===== src/rtl/axi_lite_cfg_responder.sv =====
// AXI4-Lite subordinate exposing NUM_REGS-1 read/write configuration words
// plus one read-only status word at the top index.
module axi_lite_cfg_responder #(
    parameter int unsigned C_S_AXI_DATA_WIDTH = 32,
    parameter int unsigned C_S_AXI_ADDR_WIDTH = 9,
    parameter int unsigned NUM_REGS           = 8
) (
    input  logic                                      S_AXI_ACLK,
    input  logic                                      S_AXI_ARESET,
    input  logic [C_S_AXI_ADDR_WIDTH-1:0]             S_AXI_AWADDR,
    input  logic                                      S_AXI_AWVALID,
    output logic                                      S_AXI_AWREADY,
    input  logic [C_S_AXI_DATA_WIDTH-1:0]             S_AXI_WDATA,
    input  logic [C_S_AXI_DATA_WIDTH/8-1:0]           S_AXI_WSTRB,
    input  logic                                      S_AXI_WVALID,
    output logic                                      S_AXI_WREADY,
    output logic [1:0]                                S_AXI_BRESP,
    output logic                                      S_AXI_BVALID,
    input  logic                                      S_AXI_BREADY,
    input  logic [C_S_AXI_ADDR_WIDTH-1:0]             S_AXI_ARADDR,
    input  logic                                      S_AXI_ARVALID,
    output logic                                      S_AXI_ARREADY,
    output logic [C_S_AXI_DATA_WIDTH-1:0]             S_AXI_RDATA,
    output logic [1:0]                                S_AXI_RRESP,
    output logic                                      S_AXI_RVALID,
    input  logic                                      S_AXI_RREADY,
    input  logic [C_S_AXI_DATA_WIDTH-1:0]             status_in,
    output logic [(NUM_REGS-1)*C_S_AXI_DATA_WIDTH-1:0] cfg_regs,
    output logic [NUM_REGS-2:0]                       cfg_wr_strobe
);

    localparam int unsigned DW     = C_S_AXI_DATA_WIDTH;
    localparam int unsigned NB     = DW / 8;
    localparam int unsigned IDX_W  = C_S_AXI_ADDR_WIDTH - 2;
    localparam int unsigned NUM_RW = NUM_REGS - 1;

    localparam logic [1:0] RESP_OKAY   = 2'b00;
    localparam logic [1:0] RESP_SLVERR = 2'b10;

    localparam logic [0:0] WR_IDLE = 1'b0;
    localparam logic [0:0] WR_RESP = 1'b1;
    localparam logic [0:0] RD_IDLE = 1'b0;
    localparam logic [0:0] RD_DATA = 1'b1;

    logic [0:0]    wr_state, wr_next;
    logic [0:0]    rd_state, rd_next;
    logic [DW-1:0] regs [NUM_RW];

    logic [IDX_W-1:0] wr_idx, rd_idx;
    logic             wr_ok, rd_ok;
    logic [DW-1:0]    rd_word;
    logic             unused_addr_lsbs;

    assign wr_idx = S_AXI_AWADDR[C_S_AXI_ADDR_WIDTH-1:2];
    assign rd_idx = S_AXI_ARADDR[C_S_AXI_ADDR_WIDTH-1:2];
    assign wr_ok  = (wr_idx < IDX_W'(NUM_RW));
    assign unused_addr_lsbs = ^{S_AXI_AWADDR[1:0], S_AXI_ARADDR[1:0]};

    for (genvar g = 0; g < NUM_RW; g++) begin : g_flat
        assign cfg_regs[g*DW +: DW] = regs[g];
    end

    // Read mux: RW registers, then status, anything above is a decode error.
    always_comb begin
        rd_word = '0;
        rd_ok   = 1'b0;
        for (int k = 0; k < NUM_RW; k++) begin
            if (rd_idx == IDX_W'(k)) begin
                rd_word = regs[k];
                rd_ok   = 1'b1;
            end
        end
        if (rd_idx == IDX_W'(NUM_RW)) begin
            rd_word = status_in;
            rd_ok   = 1'b1;
        end
    end

    always_ff @(posedge S_AXI_ACLK or posedge S_AXI_ARESET) begin
        if (S_AXI_ARESET) begin
            wr_state <= WR_IDLE;
            rd_state <= RD_IDLE;
        end else begin
            wr_state <= wr_next;
            rd_state <= rd_next;
        end
    end

    always_comb begin
        wr_next = wr_state;
        case (wr_state)
            WR_IDLE: if (S_AXI_AWREADY) wr_next = WR_RESP;
            WR_RESP: if (S_AXI_BREADY)  wr_next = WR_IDLE;
            default: wr_next = WR_IDLE;
        endcase
    end

    always_comb begin
        rd_next = rd_state;
        case (rd_state)
            RD_IDLE: if (S_AXI_ARREADY) rd_next = RD_DATA;
            RD_DATA: if (S_AXI_RREADY)  rd_next = RD_IDLE;
            default: rd_next = RD_IDLE;
        endcase
    end

    // Write channel: one-cycle READY pulse, commit and BVALID on the following edge.
    always_ff @(posedge S_AXI_ACLK or posedge S_AXI_ARESET) begin
        if (S_AXI_ARESET) begin
            S_AXI_AWREADY <= 1'b0;
            S_AXI_WREADY  <= 1'b0;
            S_AXI_BVALID  <= 1'b0;
            S_AXI_BRESP   <= RESP_OKAY;
            cfg_wr_strobe <= '0;
            for (int k = 0; k < NUM_RW; k++) regs[k] <= '0;
        end else begin
            cfg_wr_strobe <= '0;
            if (wr_state == WR_IDLE) begin
                if (S_AXI_AWREADY) begin
                    S_AXI_AWREADY <= 1'b0;
                    S_AXI_WREADY  <= 1'b0;
                    S_AXI_BVALID  <= 1'b1;
                    S_AXI_BRESP   <= wr_ok ? RESP_OKAY : RESP_SLVERR;
                    for (int k = 0; k < NUM_RW; k++) begin
                        if (wr_idx == IDX_W'(k)) begin
                            cfg_wr_strobe[k] <= 1'b1;
                            for (int b = 0; b < NB; b++) begin
                                if (S_AXI_WSTRB[b]) regs[k][8*b +: 8] <= S_AXI_WDATA[8*b +: 8];
                            end
                        end
                    end
                end else if (S_AXI_AWVALID && S_AXI_WVALID) begin
                    S_AXI_AWREADY <= 1'b1;
                    S_AXI_WREADY  <= 1'b1;
                end
            end else if (S_AXI_BREADY) begin
                S_AXI_BVALID <= 1'b0;
            end
        end
    end

    // Read channel: data captured at the handshake edge, so a same-edge write is not visible.
    always_ff @(posedge S_AXI_ACLK or posedge S_AXI_ARESET) begin
        if (S_AXI_ARESET) begin
            S_AXI_ARREADY <= 1'b0;
            S_AXI_RVALID  <= 1'b0;
            S_AXI_RDATA   <= '0;
            S_AXI_RRESP   <= RESP_OKAY;
        end else if (rd_state == RD_IDLE) begin
            if (S_AXI_ARREADY) begin
                S_AXI_ARREADY <= 1'b0;
                S_AXI_RVALID  <= 1'b1;
                S_AXI_RDATA   <= rd_word;
                S_AXI_RRESP   <= rd_ok ? RESP_OKAY : RESP_SLVERR;
            end else if (S_AXI_ARVALID) begin
                S_AXI_ARREADY <= 1'b1;
            end
        end else if (S_AXI_RREADY) begin
            S_AXI_RVALID <= 1'b0;
        end
    end

endmodule


===== config.mk =====
export PLATFORM = sky130hd
export DESIGN_NAME = axi_lite_cfg_responder
export DESIGN_NICKNAME = d
export VERILOG_FILES = /design/src/rtl/axi_lite_cfg_responder.sv
export SDC_FILE = /design/constraint.sdc
export NUM_CORES = 1
export LEC_CHECK = 0
export ABC_AREA = 1
export CAP_MARGIN = 20
export CORE_MARGIN = 2
export CORE_UTILIZATION = 48
export CTS_CLUSTER_DIAMETER = 150
export CTS_CLUSTER_SIZE = 12
export DETAILED_ROUTE_END_ITERATION = 7
export PLACE_DENSITY = 0.9
export RECOVER_POWER = 25
export SLEW_MARGIN = 20
export SYNTH_ARGS = -nofsm -noshare
export SYNTH_HDL_FRONTEND = slang
export SYNTH_SLANG_ARGS = --single-unit
export TNS_END_PERCENT = 5

===== constraint.sdc =====
create_clock -name S_AXI_ACLK -period 10.97 [get_ports S_AXI_ACLK]
set_input_delay 1.097 -clock S_AXI_ACLK [delete_from_list [all_inputs] [get_ports S_AXI_ACLK]]
set_output_delay 1.097 -clock S_AXI_ACLK [all_outputs]
set_load 0.02 [all_outputs]

==> results of run 1 <==
-- worst paths after layout --
check | from | to | slack [ns] | depth (start not counted)
setup / recovery | S_AXI_ARADDR[6] | S_AXI_RDATA[23] | 4.61 | 14
hold reg to reg | S_AXI_RDATA[27] | S_AXI_RDATA[27] | 0.48 | 2
hold / removal | S_AXI_RDATA[27] | S_AXI_RDATA[27] | 0.48 | 2
min in group asynchronous | S_AXI_ARESET | cfg_regs[11] | 2.79 | 2
max in group asynchronous | S_AXI_ARESET | S_AXI_RDATA[5] | 4.64 | 4
setup reg to reg | S_AXI_AWREADY | cfg_regs[223] | 7.55 | 7
-- through the flow --
| step | worst slack (ns) | instance area [sq um] | util | std cells |
|---|---|---|---|---|
| floorplan | 2.378 | 12150 | - | 1475 |
| global placement | 6.212 | 15980 | 0.6381 | 2103 |
| detailed placement | 6.123 | 15980 | 0.6381 | 2103 |
| CTS | 6.646 | 16680 | 0.6663 | 2131 |
| global route | 3.503 | 16640 | 0.6647 | 2132 |
| finish | 4.613 | 16640 | 0.6647 | 2132 |
-- cells by family after synthesis --
logic type,Yosys count,synth area share
AND/OR/NAND/NOR,653,0.2280
flip-flops,272,0.5604
AO/OA/AOI/OAI,346,0.1473
buffers and inverters,202,0.06407
other,1,0.0003087
-- registers in the layout, summed over array words and instances (netlist names) --
signal         flops
cfg_wr_strobe      7
S_AXI_BRESP        1
wr_state           1
S_AXI_RVALID       1
S_AXI_ARREADY      1
S_AXI_RRESP        1
S_AXI_AWREADY      1
rd_state           1
cfg_regs         224
S_AXI_WREADY       1
S_AXI_RDATA       32
S_AXI_BVALID       1
-- critical path: cells and delay by family --
| family | cells | cell delay, ns |
|---|---|---|
| compound gates | 1 | 0.10 |
| buf+inv | 5 | 3.62 |
| simple gates | 8 | 1.95 |
-- metal layers --
metal,share of wire,GRT usage,wire length [microns],vias up
met5,0,0,0,-
met4,0.053,0.1569,2309,0
met3,0.10,0.07821,4365,169
met2,0.47,0.5308,20560,824
met1,0.37,0.4034,16250,5883
li1,-,-,-,5430
-- layout make-up --
type                       instances  area [sq um]  area share
sequential                       272          6807      0.4090
multi-input combinational       1001          4547      0.2732
timing repair buffer             371          3681      0.2212
clock buffer                      27         675.6     0.04060
inverter                         130         489.2     0.02940
tap                              330         412.9     0.02481
clock inverter                     1         30.03    0.001804
-- synthesized netlist by cell type --
library cell | n | area share
o21ai_0 | 273 | 0.11
o21bai_1 | 20 | 0.012
a21oi_1 | 17 | 0.0070
or2_2 | 1 | 0.00052
inv_2 | 2 | 0.00062
buf_2 | 10 | 0.0041
clkbuf_1 | 57 | 0.018
and3_1 | 1 | 0.00052
nor2_2 | 5 | 0.0026
dfrtp_1 | 272 | 0.56
nand2_2 | 2 | 0.0010
o22ai_1 | 1 | 0.00052
buf_4 | 2 | 0.0012
nand3_1 | 104 | 0.043
nand4_1 | 27 | 0.014
inv_1 | 128 | 0.040
o21ai_1 | 32 | 0.013
nor4_4 | 1 | 0.0018
nor3_1 | 2 | 0.00082
or2_1 | 1 | 0.00052
a31oi_1 | 2 | 0.0010
a22o_1 | 1 | 0.00072
buf_1 | 3 | 0.00093
nor2_1 | 46 | 0.014
nor2_4 | 1 | 0.00093
conb_1 | 1 | 0.00031
nand2_4 | 4 | 0.0037
nor3_4 | 3 | 0.0040
nand2_1 | 455 | 0.14
-- where the power goes --
part	internal [uW]	total, uW	switching, uW
clock network	453	813	360
logic	189	488	300
registers	1070	1140	62.2
total	1720	2440	722
==> summary.md, run 1 <==
| Metric | Value |
|---|---|
| Commonest cells after routing, fill and taps aside | `nand2_1, clkdlybuf4s50_1, o21ai_0` |
| Synth unique cells | `29` |
| Clk slew on worst S/H paths | `approximately 0.060 ns` |
| Fin crit period | `6.357 ns` |
| First-pass GRT wire length | `~66 mm` |
| Syn Std Cell Area | `12150 sq um` |
| Post-cts hold buffer count | `0` |
| Critical Path Source Type | `input pin` |
| Setup Viol. Count Final | `0` |
| Relative slew slack | `-2.885` |
| Via density per instance | `~5.8` |
| Die Y | `163.1 microns` |
| Status | `complete, but fails checks` |
| Routed WL per cell | `20.40 microns` |
| GRT Total Usage | `0.3234` |
| CTS Sinks | `between 200 and 300` |
| WS Path Type | `in2reg` |
| Critical Path Slowest Stage Cell | `clkbuf_1` |
| Die X | `approximately 160 microns` |
| FP Rows | `58` |
| Vias | `about 12000` |
| CP cell instances | `clkdlybuf4s50_1 -> inv_1 -> nand2_1 -> nor2_4 -> clkbuf_1 -> nand2_1 -> buf_4 -> inv_1 -> nor2_1 -> nand2_1 -> o21ai_0 -> nand3_1 -> nand2_1 -> nand2_1` |
| Final Max Slew Viols | `213` |
| Clock skew | `0.01314 ns` |
| Failing checks | `max-capacitance violations, max-slew violations` |
| First-iteration detailed-routing DRC count | `between 1000 and 1500` |
| Final wirelength | `43.49 mm` |
| Maximum VDD drop | `approximately 120 uV` |
| Crit. End Element | `flip-flop` |
| Sequential fraction of the synthesis area | `0.5604` |
| # IOs | `365` |
| Max_cap viols | `3` |
| Setup Buffers After CTS | `0` |
| Pwr/cell area | `about 150 nW/um^2` |
| Crit path DAT | `between 6 and 7 ns` |
| Setup TNS | `0 ns` |
| CTS tree | `yes` |
| Syn. warnings | `0` |
| IO Port Bufs | `~360` |
| CTS max path bufs | `3` |
| RSZ-0062 raised after global routing | `no` |
| Actual slew at the worst max-slew pin | `slightly below 6 ns` |
| Clk root buf | `clkbuf_16` |
| Final hold violations | `0` |
| Max FO, Critical Path | `73` |
| Tcrit/Tclk final | `0.5795` |
| DRC Markers | `0` |
| Initial antenna violation count | `0` |
| Tot Pwr | `around 2400 uW` |
| H-tree depth | `1` |
| Starting Density | `0.4852` |
| Layout area overhead | `37.01%` |
| Layout cells sized above 1 | `0.03219` |
| Number of global-route vias before repair | `about 12000` |
| Core area | `approximately 25000 sq um` |
| Cell mode on critical path | `nand2_1` |
| Die area | `roughly 27000 sq um` |
| Routed Antenna Nets | `0` |
| LEAKAGE | `0.007840 uW` |
| Mean area per synthesized cell | `between 8 and 9 sq um` |
| CP required | `11.44 ns` |
| Post-Synthesis Cells | `1474` |
| Fmax | `around 160 MHz` |
| # diodes | `0` |
| Total congestion overflow | `0` |
| Fill count | `roughly 2000` |
| Largest net degree at the start of global routing | `133` |
| Commonest non-fill, non-tap cell in the layout | `nand2_1` |
| Hold WS | `about 0.48 ns` |
| Clock Latency Late Sink | `between 0.5 and 0.6 ns` |
| Yosys reg bits | `between 200 and 300` |
| Routability congestion estimate | `roughly 0.89` |
| Post-DP HPWL | `roughly 30 mm` |
| CP max stage delay | `~2.4 ns` |
| Final net count | `around 1900` |
| Cts repair resizes | `0` |
| Hold Crit Class | `reg2reg` |
| Pre-antenna DRT Iters | `6` |
| Number of buffers created by CTS | `26` |
(Power assumes the default switching activity.)
==> run 2: changes to the inputs <==
==> constraint.sdc (replaced) <==
create_clock -name S_AXI_ACLK -period 5.9 [get_ports S_AXI_ACLK]
set_input_delay 0.59 -clock S_AXI_ACLK [delete_from_list [all_inputs] [get_ports S_AXI_ACLK]]
set_output_delay 0.59 -clock S_AXI_ACLK [all_outputs]
set_load 0.02 [all_outputs]
==> summary.md, run 2 (same netlist as run 1, synthesis figures left out) <==
| Metric | Value |
|---|---|
| Clock Latency Late Sink | `around 0.53 ns` |
| Hold path depth | `2` |
| Pwr/cell area | `between 200 and 300 nW/um^2` |
| Final instance area | `16660 sq um` |
| Fin crit period | `around 3.6 ns` |
| # IOs | `around 370` |
| Final wirelength | `approximately 44 mm` |
| Wl on met1 | `16.41 mm` |
| Final net count | `about 1900` |
| Starting Density | `0.4852` |
| Setup Buffers After CTS | `0` |
| H-tree depth | `1` |
| Die Y | `163.1 microns` |
| Sequential share of power | `0.464` |
| Die area | `around 27000 sq um` |
| Net switching power | `between 1000 and 1500 uW` |
| IO Port Bufs | `approximately 360` |
| Layout cells sized above 1 | `0.03219` |
| Hold WS | `0.4753 ns` |
| Switching fraction of total power | `0.2960` |
| Commonest cells after routing, fill and taps aside | `nand2_1, clkdlybuf4s50_1, o21ai_0` |
| Number of buffers created by CTS | `26` |
| WS Path Type | `reg2reg` |
| Routed Antenna Nets | `0` |
| Routability congestion estimate | `about 0.9` |
| Layout area overhead | `37.18%` |
| Worst r2r dst | `cfg_regs[221]` |
| Commonest non-fill, non-tap cell in the layout | `nand2_1` |
| Final hold violations | `0` |
| Crit. End Element | `flip-flop` |
| Crit path DAT | `3.99 ns` |
| RSZ-0062 raised after global routing | `no` |
| Number of global-route vias before repair | `about 12000` |
| LEAKAGE | `between 0.007 and 0.008 uW` |
| Die X | `around 160 microns` |
| Failing checks | `max-capacitance violations, max-slew violations` |
| Fmax | `279.5 MHz` |
| Gate power share | `0.203` |
| Depth of the most critical reg-to-reg path | `7` |
| Largest net degree at the start of global routing | `140` |
| First-pass GRT wire length | `~67 mm` |
| Routed met2 length | `20.62 mm` |
| Clk root buf | `clkbuf_16` |
| Placed cell area | `~16000 sq um` |
| Setup Viol. Count Final | `0` |
| Clock share of power | `0.333` |
| Post-DP HPWL | `about 30 mm` |
| Core area | `roughly 25000 sq um` |
| Via density per instance | `5.742` |
| Clock skew | `around 0.0099 ns` |
| Max_cap viols | `4` |
| Setup TNS | `0 ns` |
| CP required | `6.31 ns` |
| R2R setup slack | `roughly 2.3 ns` |
| CTS tree | `yes` |
| Min-delay src | `S_AXI_RDATA[8]` |
| WL met3 | `between 4 and 5 mm` |
| Tcrit/Tclk final | `0.6064` |
| Pre-antenna DRT Iters | `6` |
| CTS max path bufs | `3` |
| CP Launch Point | `S_AXI_AWREADY` |
| Clk slew on worst S/H paths | `0.06 ns` |
| Routed WL per cell | `20.55 microns` |
| Hold Crit Class | `reg2reg` |
| Total congestion overflow | `0` |
| R2R Path Start | `S_AXI_AWREADY` |
| Vias | `12250` |
| Maximum VDD drop | `between 200 and 300 uV` |
| Final Max Slew Viols | `120` |
| Internal cell power | `about 3200 uW` |
| Relative slew slack | `-0.4372` |
| Initial antenna violation count | `2` |
| Max FO, Critical Path | `16` |
| Max FFs per register | `224` |
| First-iteration detailed-routing DRC count | `about 1200` |
| FP Rows | `58` |
| DRC Markers | `0` |
| Hold Path Sink | `S_AXI_RDATA[8]` |
| Actual slew at the worst max-slew pin | `roughly 2.2 ns` |
| Critical Path Source Type | `flip-flop` |
| Top layer in use | `met4` |
| Post-cts hold buffer count | `0` |
| CTS Sinks | `272` |
| GRT Total Usage | `0.3265` |
| Status | `complete, but fails checks` |
| Cts repair resizes | `0` |
run 2: cell count changes in the layout (fill, tap and decap cells not counted):
| cell | delta |
|---|---|
| clkdlybuf4s50_1 | +59 |
| inv_2 | -1 |
| dlygate4sd3_1 | -59 |
| inv_1 | +1 |
| nor2_2 | -1 |
| nand2_1 | -2 |
| diode_2 | +2 |
| nand2_2 | +2 |
| clkbuf_1 | +1 |
| buf_6 | -1 |
| buf_12 | +1 |
| buf_4 | -1 |
| nor2_4 | +1 |
run 2: cell type report:
type                            count  area, sq um
Clock inverter                      1        30.03
Timing Repair Buffer              371         3686
Antenna cell                        2        5.005
Clock buffer                       27        675.6
Sequential cell                   272         6807
Fill cell                        1926         8374
Inverter                          130        489.2
Tap cell                          330        412.9
Multi-Input combinational cell   1001         4557
run 2: worst max-delay path by stage:
| stage | endpoint | cells after the start |
|---|---|---|
| 2_1_floorplan | S_AXI_ARREADY | 1 |
| 3_3_place_gp | S_AXI_RDATA[9] | 11 |
| 3_5_place_dp | S_AXI_RDATA[9] | 11 |
| 4_1_cts | S_AXI_RDATA[12] | 14 |
| 5_1_grt | cfg_regs[178] | 3 |
| 6_report | cfg_regs[221] | 7 |
run 2: metrics by stage:
stage | setup slack [ns] | instances | util | power [uW]
final | 2.322 | 2134 | 0.6655 | 4558
after global routing | 1.889 | 2134 | 0.6655 | 4731
after CTS | 2.640 | 2132 | 0.6670 | 4567
after detailed placement | 2.123 | 2104 | 0.6388 | 3065
after global placement | 2.208 | 2104 | 0.6388 | 3032
after floorplan | 1.715 | 1475 | - | 2586
run 2: metal layers:
layer	track usage	vias up
met1	0.4128	5915
met3	0.07796	144
li1	-	5448
met5	0	-
met4	0.1613	0
met2	0.5291	747
run 2: critical path, cell delays in order, from the launching register on:
cell,delay (ns)
dfrtp_1,0.57
inv_1,0.15
nor3_1,0.39
nand2_2,0.13
nor3_1,1.55
nand2_4,0.39
nand2_1,0.18
o21ai_1,0.09
run 2: power groups by stage:
stage / Clock (uW) / Sequential [uW] / Combinational [uW]
4_1_cts: 1530 / 2110 / 930
2_1_floorplan: 0 / 2270 / 319
6_report: 1520 / 2120 / 925
3_5_place_dp: 0 / 2140 / 922
5_1_grt: 1600 / 2120 / 1000
3_3_place_gp: 0 / 2140 / 895
